**src/rtl/approx_mul_error_sweeper.sv**
```systemverilog
// Exhaustive error sweeper for an approximate multiplier: issues every operand pair,
// scores the returned product against the exact one and accumulates error statistics.
module approx_mul_error_sweeper #(
   parameter int unsigned A_W          = 2,
   parameter int unsigned DUT_LAT      = 0,
   parameter bit          STOP_ON_FAIL = 1'b0
) (
   input  logic               clk,
   input  logic               rst,
   input  logic               start,
   input  logic               abort,
   input  logic [2*A_W-1:0]   et,
   output logic [2*A_W-1:0]   stim,
   input  logic [2*A_W-1:0]   dut_out,
   output logic               busy,
   output logic               done,
   output logic               pass,
   output logic [2*A_W-1:0]   max_err,
   output logic [4*A_W-1:0]   sum_err,
   output logic [2*A_W:0]     fail_cnt,
   output logic [2*A_W-1:0]   first_fail
);

   localparam int unsigned SW    = 2 * A_W;
   localparam int unsigned EW    = SW + 1;
   localparam int unsigned XW    = 4 * A_W;
   localparam int unsigned CW    = SW + 1;
   localparam int unsigned DEPTH = DUT_LAT + 1;
   localparam int unsigned DCW   = $clog2(DEPTH + 1);
   localparam logic [SW-1:0] STIM_LAST = '1;

   typedef enum logic [1:0] {S_IDLE, S_RUN, S_DRAIN, S_DONE} state_t;

   state_t           state_q, state_d;
   logic [DEPTH-1:0] vld_q, vld_d;
   logic [SW-1:0]    pstim_q [DEPTH];
   logic [SW-1:0]    pstim_d [DEPTH];
   logic [DCW-1:0]   drain_q, drain_d;
   logic [SW-1:0]    et_q, et_d;
   logic             busy_q, busy_d;
   logic             done_q, done_d;
   logic             pass_q, pass_d;
   logic [SW-1:0]    max_q, max_d;
   logic [XW-1:0]    sum_q, sum_d;
   logic [CW-1:0]    fcnt_q, fcnt_d;
   logic [SW-1:0]    ff_q, ff_d;

   logic             sc_vld;
   logic [SW-1:0]    sc_stim;
   logic [SW-1:0]    prod;
   logic [EW-1:0]    diff;
   logic [EW-1:0]    err;
   logic             sc_fail;
   logic             sof_hit;

   // Scoring datapath: the last delay-line stage lines up with dut_out.
   always_comb begin
      sc_vld  = vld_q[DEPTH-1];
      sc_stim = pstim_q[DEPTH-1];
      prod    = SW'(sc_stim[A_W-1:0]) * SW'(sc_stim[SW-1:A_W]);
      diff    = {1'b0, dut_out} - {1'b0, prod};
      err     = diff[EW-1] ? (EW'(0) - diff) : diff;
      sc_fail = sc_vld && (err > EW'(et_q));
      sof_hit = STOP_ON_FAIL && sc_fail;
   end

   always_comb begin
      state_d = state_q;
      vld_d   = '0;
      pstim_d = pstim_q;
      drain_d = drain_q;
      et_d    = et_q;
      max_d   = max_q;
      sum_d   = sum_q;
      fcnt_d  = fcnt_q;
      ff_d    = ff_q;
      pass_d  = pass_q;

      for (int i = 1; i < DEPTH; i++) begin
         vld_d[i]   = vld_q[i-1];
         pstim_d[i] = pstim_q[i-1];
      end

      if (sc_vld) begin
         if (err > EW'(max_q)) max_d = err[SW-1:0];
         sum_d  = sum_q + XW'(err);
         fcnt_d = fcnt_q + CW'(sc_fail);
         if (sc_fail && (ff_q == '1)) ff_d = sc_stim;
      end

      case (state_q)
         S_IDLE: begin
            if (start && !abort) begin
               state_d    = S_RUN;
               et_d       = et;
               pstim_d[0] = '0;
               vld_d[0]   = 1'b1;
               max_d      = '0;
               sum_d      = '0;
               fcnt_d     = '0;
               ff_d       = '1;
               pass_d     = 1'b0;
            end
         end
         S_RUN: begin
            // Holding at the last vector keeps stim from wrapping to 0.
            if (pstim_q[0] == STIM_LAST) begin
               state_d = S_DRAIN;
               drain_d = '0;
            end else begin
               pstim_d[0] = pstim_q[0] + SW'(1);
               vld_d[0]   = 1'b1;
            end
         end
         S_DRAIN: begin
            if (drain_q == DCW'(DUT_LAT)) state_d = S_DONE;
            else                          drain_d = drain_q + DCW'(1);
         end
         S_DONE:  state_d = S_IDLE;
         default: state_d = S_IDLE;
      endcase

      // First failure: stop issuing and drop everything still in flight.
      if (sof_hit) begin
         vld_d      = '0;
         pstim_d[0] = pstim_q[0];
         if (state_q == S_RUN) begin
            state_d = S_DRAIN;
            drain_d = '0;
         end
      end

      if (abort && ((state_q == S_RUN) || (state_q == S_DRAIN))) begin
         state_d = S_IDLE;
         vld_d   = '0;
         pass_d  = 1'b0;
      end

      busy_d = (state_d == S_RUN) || (state_d == S_DRAIN);
      done_d = (state_d == S_DONE);
      if (state_d == S_DONE) pass_d = (max_d <= et_q) && (fcnt_d == '0);
   end

   always_ff @(posedge clk) begin
      if (rst) begin
         state_q <= S_IDLE;
         vld_q   <= '0;
         for (int i = 0; i < DEPTH; i++) pstim_q[i] <= '0;
         drain_q <= '0;
         et_q    <= '0;
         busy_q  <= 1'b0;
         done_q  <= 1'b0;
         pass_q  <= 1'b0;
         max_q   <= '0;
         sum_q   <= '0;
         fcnt_q  <= '0;
         ff_q    <= '1;
      end else begin
         state_q <= state_d;
         vld_q   <= vld_d;
         pstim_q <= pstim_d;
         drain_q <= drain_d;
         et_q    <= et_d;
         busy_q  <= busy_d;
         done_q  <= done_d;
         pass_q  <= pass_d;
         max_q   <= max_d;
         sum_q   <= sum_d;
         fcnt_q  <= fcnt_d;
         ff_q    <= ff_d;
      end
   end

   assign stim       = pstim_q[0];
   assign busy       = busy_q;
   assign done       = done_q;
   assign pass       = pass_q;
   assign max_err    = max_q;
   assign sum_err    = sum_q;
   assign fail_cnt   = fcnt_q;
   assign first_fail = ff_q;

endmodule

```
**config.mk**
```make
export PLATFORM = sky130hd
export DESIGN_NAME = approx_mul_error_sweeper
export DESIGN_NICKNAME = d
export VERILOG_FILES = /design/src/rtl/approx_mul_error_sweeper.sv
export SDC_FILE = /design/constraint.sdc
export NUM_CORES = 1
export LEC_CHECK = 0
export ABC_AREA = 1
export CORE_UTILIZATION = 54
export DETAILED_ROUTE_END_ITERATION = 10
export GPL_TIMING_DRIVEN = 0
export PLACE_DENSITY = 0.81
export SLEW_MARGIN = 20
export SYNTH_ARGS = -nofsm -noshare
export SYNTH_HDL_FRONTEND = slang
export SYNTH_SLANG_ARGS = --single-unit
```
**constraint.sdc**
```tcl
create_clock -name clk -period 4.3 [get_ports clk]
set_input_delay 0.43 -clock clk [delete_from_list [all_inputs] [get_ports clk]]
set_output_delay 0.43 -clock clk [all_outputs]
set_load 0.02 [all_outputs]
```
==> results of run 1 <==
[logic make-up (layout without fill, tap and decap cells)]
logic type | after synthesis | in the layout | share of synthesized area
xor+xnor | 5 | 5 | 0.0178
flops | 35 | 35 | 0.285
compound gates | 57 | 57 | 0.121
fa+ha+maj | 35 | 35 | 0.184
buf+inv | 69 | 118 | 0.109
simple gates | 148 | 148 | 0.282
[stage by stage]
| step | TNS [ns] | total power (uW) | cells |
|---|---|---|---|
| after floorplan | 0 | 567 | 349 |
| after global placement | -1.02 | 642 | 440 |
| after detailed placement | -1.30 | 649 | 440 |
| after CTS | 0 | 891 | 448 |
| after global routing | -0.0184 | 956 | 450 |
| final | 0 | 897 | 450 |
[flip-flops by register name (all words and copies together) (netlist names)]
name,cells
et_q,4
done,1
pass,1
stim,4
state_q,2
max_err,4
sum_err,8
busy,1
sc_vld,1
fail_cnt,5
first_fail,4
[Yosys cell counts, drive strengths merged]
library cell	n
and3	1
xor2	3
buf	4
nor2	34
nor3	4
ha	33
a211oi	1
fa	2
inv	65
a31oi	1
o21ai	28
xnor2	2
nor4	2
nand4	5
nand3	26
o211a	1
nand2	74
a21oi	26
dfxtp	35
or2	2
[power groups by stage]
stage	registers, uW	logic [uW]	clock network, uW
floorplan	384	183	0
global placement	369	273	0
detailed placement	370	280	0
CTS	362	283	246
global route	365	335	256
finish	363	297	238
[worst max-delay path: cells and delay by family]
family | cells | cell delay [ns]
buffers and inverters | 6 | 0.84
AOI/OAI and AO/OA | 6 | 0.75
adders and majority gates | 4 | 1.23
and+or+nand+nor | 11 | 1.00
[area by class of cell]
type	instances	share of cell area
buffer	4	0.00774
tap	52	0.0212
inverter	65	0.0795
clock buffer	6	0.0236
multi-input combinational	245	0.501
sequential	35	0.230
timing repair buffer	41	0.133
clock inverter	2	0.00407
[path summary, 6_finish.rpt]
check | end | slack (ns)
worst max-delay path | pass | 0.28
worst min register to register | sum_err[6] | 0.49
worst min-delay path | sum_err[6] | 0.49
worst max register to register | pass | 0.29
[cells in the final DEF (no fill, tap or decap), drive strengths merged, types with 6 or more instances in the layout]
master	Yosys	final
o21ai	28	28
ha	33	33
clkdlybuf4s50	0	38
nand3	26	26
nand2	74	74
inv	65	65
dfxtp	35	35
nor2	34	34
clkbuf	0	6
a21oi	26	26
buf	4	6
[routing by layer]
| metal | part of all wire | wire length, microns | GRT usage | vias to the layer above |
|---|---|---|---|---|
| met5 | 0 | 0 | 0 | - |
| met2 | 0.48 | 2500 | 0.367 | 52 |
| met3 | 0.047 | 245 | 0.0523 | 4 |
| met1 | 0.46 | 2390 | 0.277 | 1013 |
| li1 | - | - | - | 1223 |
| met4 | 0.0073 | 38 | 0.0748 | 0 |
[repair_timing]
action                                  4_1_cts  5_1_grt
pin swaps                                     0        5
buffers inserted                              0        2
resized for setup                             3       19
endpoints found under the setup margin        1        3
==> results.cfg, run 1 <==
[min_path]
whs_path_depth = 2
hp-class = reg -> reg
hp-start = sum_err[6]

[run_status]
status = complete, no violations

[power]
p_clk_frac = 0.265
power_frac_comb = 0.330
intPower_uw = 579
switching_share = 0.354
seqPwrFrac = 0.404
peakVddDrop_v = 0.000199
power_density_nw_per_um2 = 292
p_leak_uw = 0.00145
switchingPower_uw = 318

[timing]
worst_hold_slack_ns = 0.491
hold_violations = 0
max_freq_ghz = 0.249
fin_crit_ns = 4.02
max_slew.worst_pin.slew_ns = 0.552
finalSetupViolCount = 0
max-slew-margin-rel = 0.632
skew_ns = 0.00652
setup_slack_ns = 0.284
drv_slew = 0
fin_crit_sh = 0.934

[drt]
via_count = 2292
drc = 0
wire_per_inst_microns = 11.5
drt-total-wl_microns = 5180
vias_per_cell = 5.09
first_pass_iters = 5
drtIter0Drc = 98
ant_nets = 0

[yosys]
synth_top_area_cell = dfxtp_1
synth_area_sq_um = 2460
synth_cell_type_count = 31
synthCells = 349
synth_seq_cells = 35
synth_nets = 396
yosys.area.top_type_share = 0.285
yosysWarnings = 0
synthTopCellsByArea = dfxtp_1 29%, ha_1 17%, nand2_1 11%
avgSynthCellArea_sq_um = 7.04
ys_seq_area_frac = 0.285

[global_routing]
grt_max_degree = 12
grt_pass1_wl_microns = 8580
grt-ovfl-total = 0
antenna_found_initial = 0
grt_usage = 0.220
grt_pass1_vias = 2051

[critical_path]
max_stage_delay_ns = 0.45
crit_required_ns = 4.53
cp-end-kind = flop
startpoint_type = primary input
cp_slowest_cell = clkdlybuf4s50_1
worst-path-max-fanout = 5
worst_ep_arrival_time_ns = 4.24
critPathLaunch = dut_out[0]
worstRegToRegCells = 27
crit_type = in -> reg
rr_startpoint = stim[2]

[cts]
clkTransAtPathRegs_ns = 0.07
htree_levels = 2
clk_latency_ns = 0.30
cts_hold_buf = 0
cts_tree = built
cts_made_buffers = 5
root_buffer = clkbuf_8
cts_sinks = 35
clockBufferDepth = 2

[floorplan]
die_w_microns = 69.4
die_y_microns = 69.4
io_pins = 40
num_rows = 24
start_util = 0.564
core_sq_um = 4350
dieArea_sq_um = 4820

[place]
place_hpwl_microns = 3930
io_buffers = 39
dpl-instance-area_sq_um = 2910
place_ws_ns = -0.568
gp_congestion = 0.874

[final_layout]
final_util = 0.705
antennaDiodeCount = 0
multi_input_area_sq_um = 1540
seq_area_sq_um = 706
fin_nets = 444
area_growth_syn_to_layout_pct = 25.0
design_area_sq_um = 3070
drive_above_1_share = 0.113
fill_cells = 362

[job]
cap_violations = 0
No activity file was read; power rests on OpenSTA's default activity.
==> run 2, diff against run 1 <==
- CAP_MARGIN: not set -> 5
==> results of run 2 <==
Same layout as run 1: the final DEF is identical, and so are final timing and power.
==> run 3, diff against run 2 <==
- CELL_PAD_IN_SITES_DETAIL_PLACEMENT: not set -> 1
- CELL_PAD_IN_SITES_GLOBAL_PLACEMENT: not set -> 2
- CORE_UTILIZATION: 54 -> 30
- CTS_CLUSTER_SIZE: not set -> 8
- PLACE_DENSITY: 0.81 -> not set
- PLACE_DENSITY_LB_ADDON: not set -> 0.1
==> run 3 against run 2 <==
Net effect:
- critical path depth decreased by 2
- count of clock-buffer cells in the layout unchanged
- sequential share of layout area decreased by 0.76 points
- worst hold slack improved by 0.0034 ns
- routed wire length increased by 29%
- flip-flop and latch count unchanged
- clock power increased by 16%
- global-route usage decreased by 5.5 points
- largest cell class unchanged
==> results.cfg, run 3 (same netlist as run 1, synthesis figures left out) <==
[final_layout]
final_util = 0.410
multi_input_area_sq_um = 1560
layout_commonest_cell = nand2_1
fin_nets = 447
mostFrequentLayoutCells = 68 x nand2_1, 61 x inv_1, 38 x clkdlybuf4s50_1
largest_reg_flops = 8
fill_cells = 996
area_growth_syn_to_layout_pct = 30.2
antennaDiodeCount = 0
drive_above_1_share = 0.132
instances_no_fill = 503
seq_area_sq_um = 711

[floorplan]
io_pins = 40
die_y_microns = 92.5
start_util = 0.315
die_w_microns = 92.5
dieArea_sq_um = 8550
num_rows = 32
core_sq_um = 7810

[cts]
clockBufferDepth = 2
cts_hold_buf = 0
cts_made_buffers = 5
htree_levels = 2
clkTransAtPathRegs_ns = 0.08
root_buffer = clkbuf_8
cts_sinks = 35
clk_latency_ns = 0.30
cts_tree = built

[timing]
finalSetupViolCount = 0
max_slew.worst_pin.slew_ns = 0.584
skew_ns = 0.00690
fin_crit_ns = 4.05
hold_violations = 0
max-slew-margin-rel = 0.610
drv_slew = 0
max_freq_ghz = 0.247
fin_crit_sh = 0.943
setup_tns_ns = 0
worst_hold_slack_ns = 0.494

[critical_path]
cp-end-kind = flop
crit_type = in -> reg
worst-path-max-fanout = 3
startpoint_type = primary input
rr_startpoint = stim[1]
worst_ep_arrival_time_ns = 4.28
critPathLaunch = dut_out[0]
crit_required_ns = 4.53
worstRegToRegCells = 21

[run_status]
status = complete, no violations

[place]
gp_congestion = 0.751
io_buffers = 39
dp_cells = 490
place_hpwl_microns = 5190

[power]
power_density_nw_per_um2 = 298
p_leak_uw = 0.00147
peakVddDrop_v = 0.000136

[job]
cap_violations = 0

[drt]
drc = 0
drtIter0Drc = 34
wire_per_inst_microns = 13.3
first_pass_iters = 4
drt-total-wl_microns = 6700
ant_nets = 0
vias_per_cell = 4.71
via_count = 2370

[global_routing]
grt_max_degree = 13
grt_pass1_vias = 2438
antenna_found_initial = 0
grt_pass1_wl_microns = 11200
grt-ovfl-total = 0
grt_usage = 0.165

[min_path]
hp-start = sum_err[6]
whs_path_depth = 2
hp-class = reg -> reg
==> run 3: path summary, 6_finish.rpt <==
path / endpoint / slack, ns
min reg2reg: sum_err[6] / 0.49
min: sum_err[6] / 0.49
max: pass / 0.25
max reg2reg: pass / 0.29
==> run 3: what timing repair did <==
item,in CTS,in global routing
setup endpoints to repair,4,3
gates resized for setup,10,20
pin swaps,1,8
setup buffers,0,5
==> run 3: cell type report <==
| cell class | instances | area share |
|---|---|---|
| tap | 102 | 0.0399 |
| timing repair buffer | 44 | 0.135 |
| clock inverter | 2 | 0.00509 |
| clock buffer | 6 | 0.0258 |
| multi-input combinational | 245 | 0.489 |
| sequential | 35 | 0.222 |
| buffer | 4 | 0.00743 |
| inverter | 65 | 0.0763 |
==> run 3: routing by layer <==
metal  GRT usage  routed length [microns]  part of all wire
met2       0.296                     3380              0.50
met3      0.0271                      142             0.021
met5           0                        0                 0
met1       0.202                     3120              0.47
met4      0.0469                       55            0.0082
==> run 3: through the flow <==
stage / cell area (sq um) / power [uW] / setup WS (ns)
2_1_floorplan: 2460 / 567 / 0.343
4_1_cts: 3090 / 951 / 0.0174
3_5_place_dp: 2970 / 666 / -0.749
3_3_place_gp: 2970 / 658 / -0.695
6_report: 3200 / 953 / 0.246
5_1_grt: 3200 / 1020 / -0.0212
==> run 3: critical path, stage by stage <==
cell	delay (ns)
clkdlybuf4s50_1	0.45
inv_1	0.04
ha_1	0.28
inv_1	0.04
ha_1	0.30
inv_1	0.08
nand2_1	0.08
nand2_4	0.09
ha_2	0.28
o21ai_4	0.19
inv_2	0.09
ha_1	0.30
a21oi_1	0.07
o21ai_1	0.13
nand2_1	0.13
a21oi_4	0.23
ha_4	0.17
ha_1	0.22
nand2_1	0.07
o21ai_1	0.08
o21ai_1	0.19
nand2_1	0.07
nor2_1	0.09
nand3_1	0.06
o21ai_0	0.14
==> run 3: report_power, final <==
part	switching, uW	leakage [uW]	internal, uW	total, uW
Combinational	188	0.00114	126	314
Sequential	17.3	0.000287	344	362
Clock	145	0.0000474	131	277
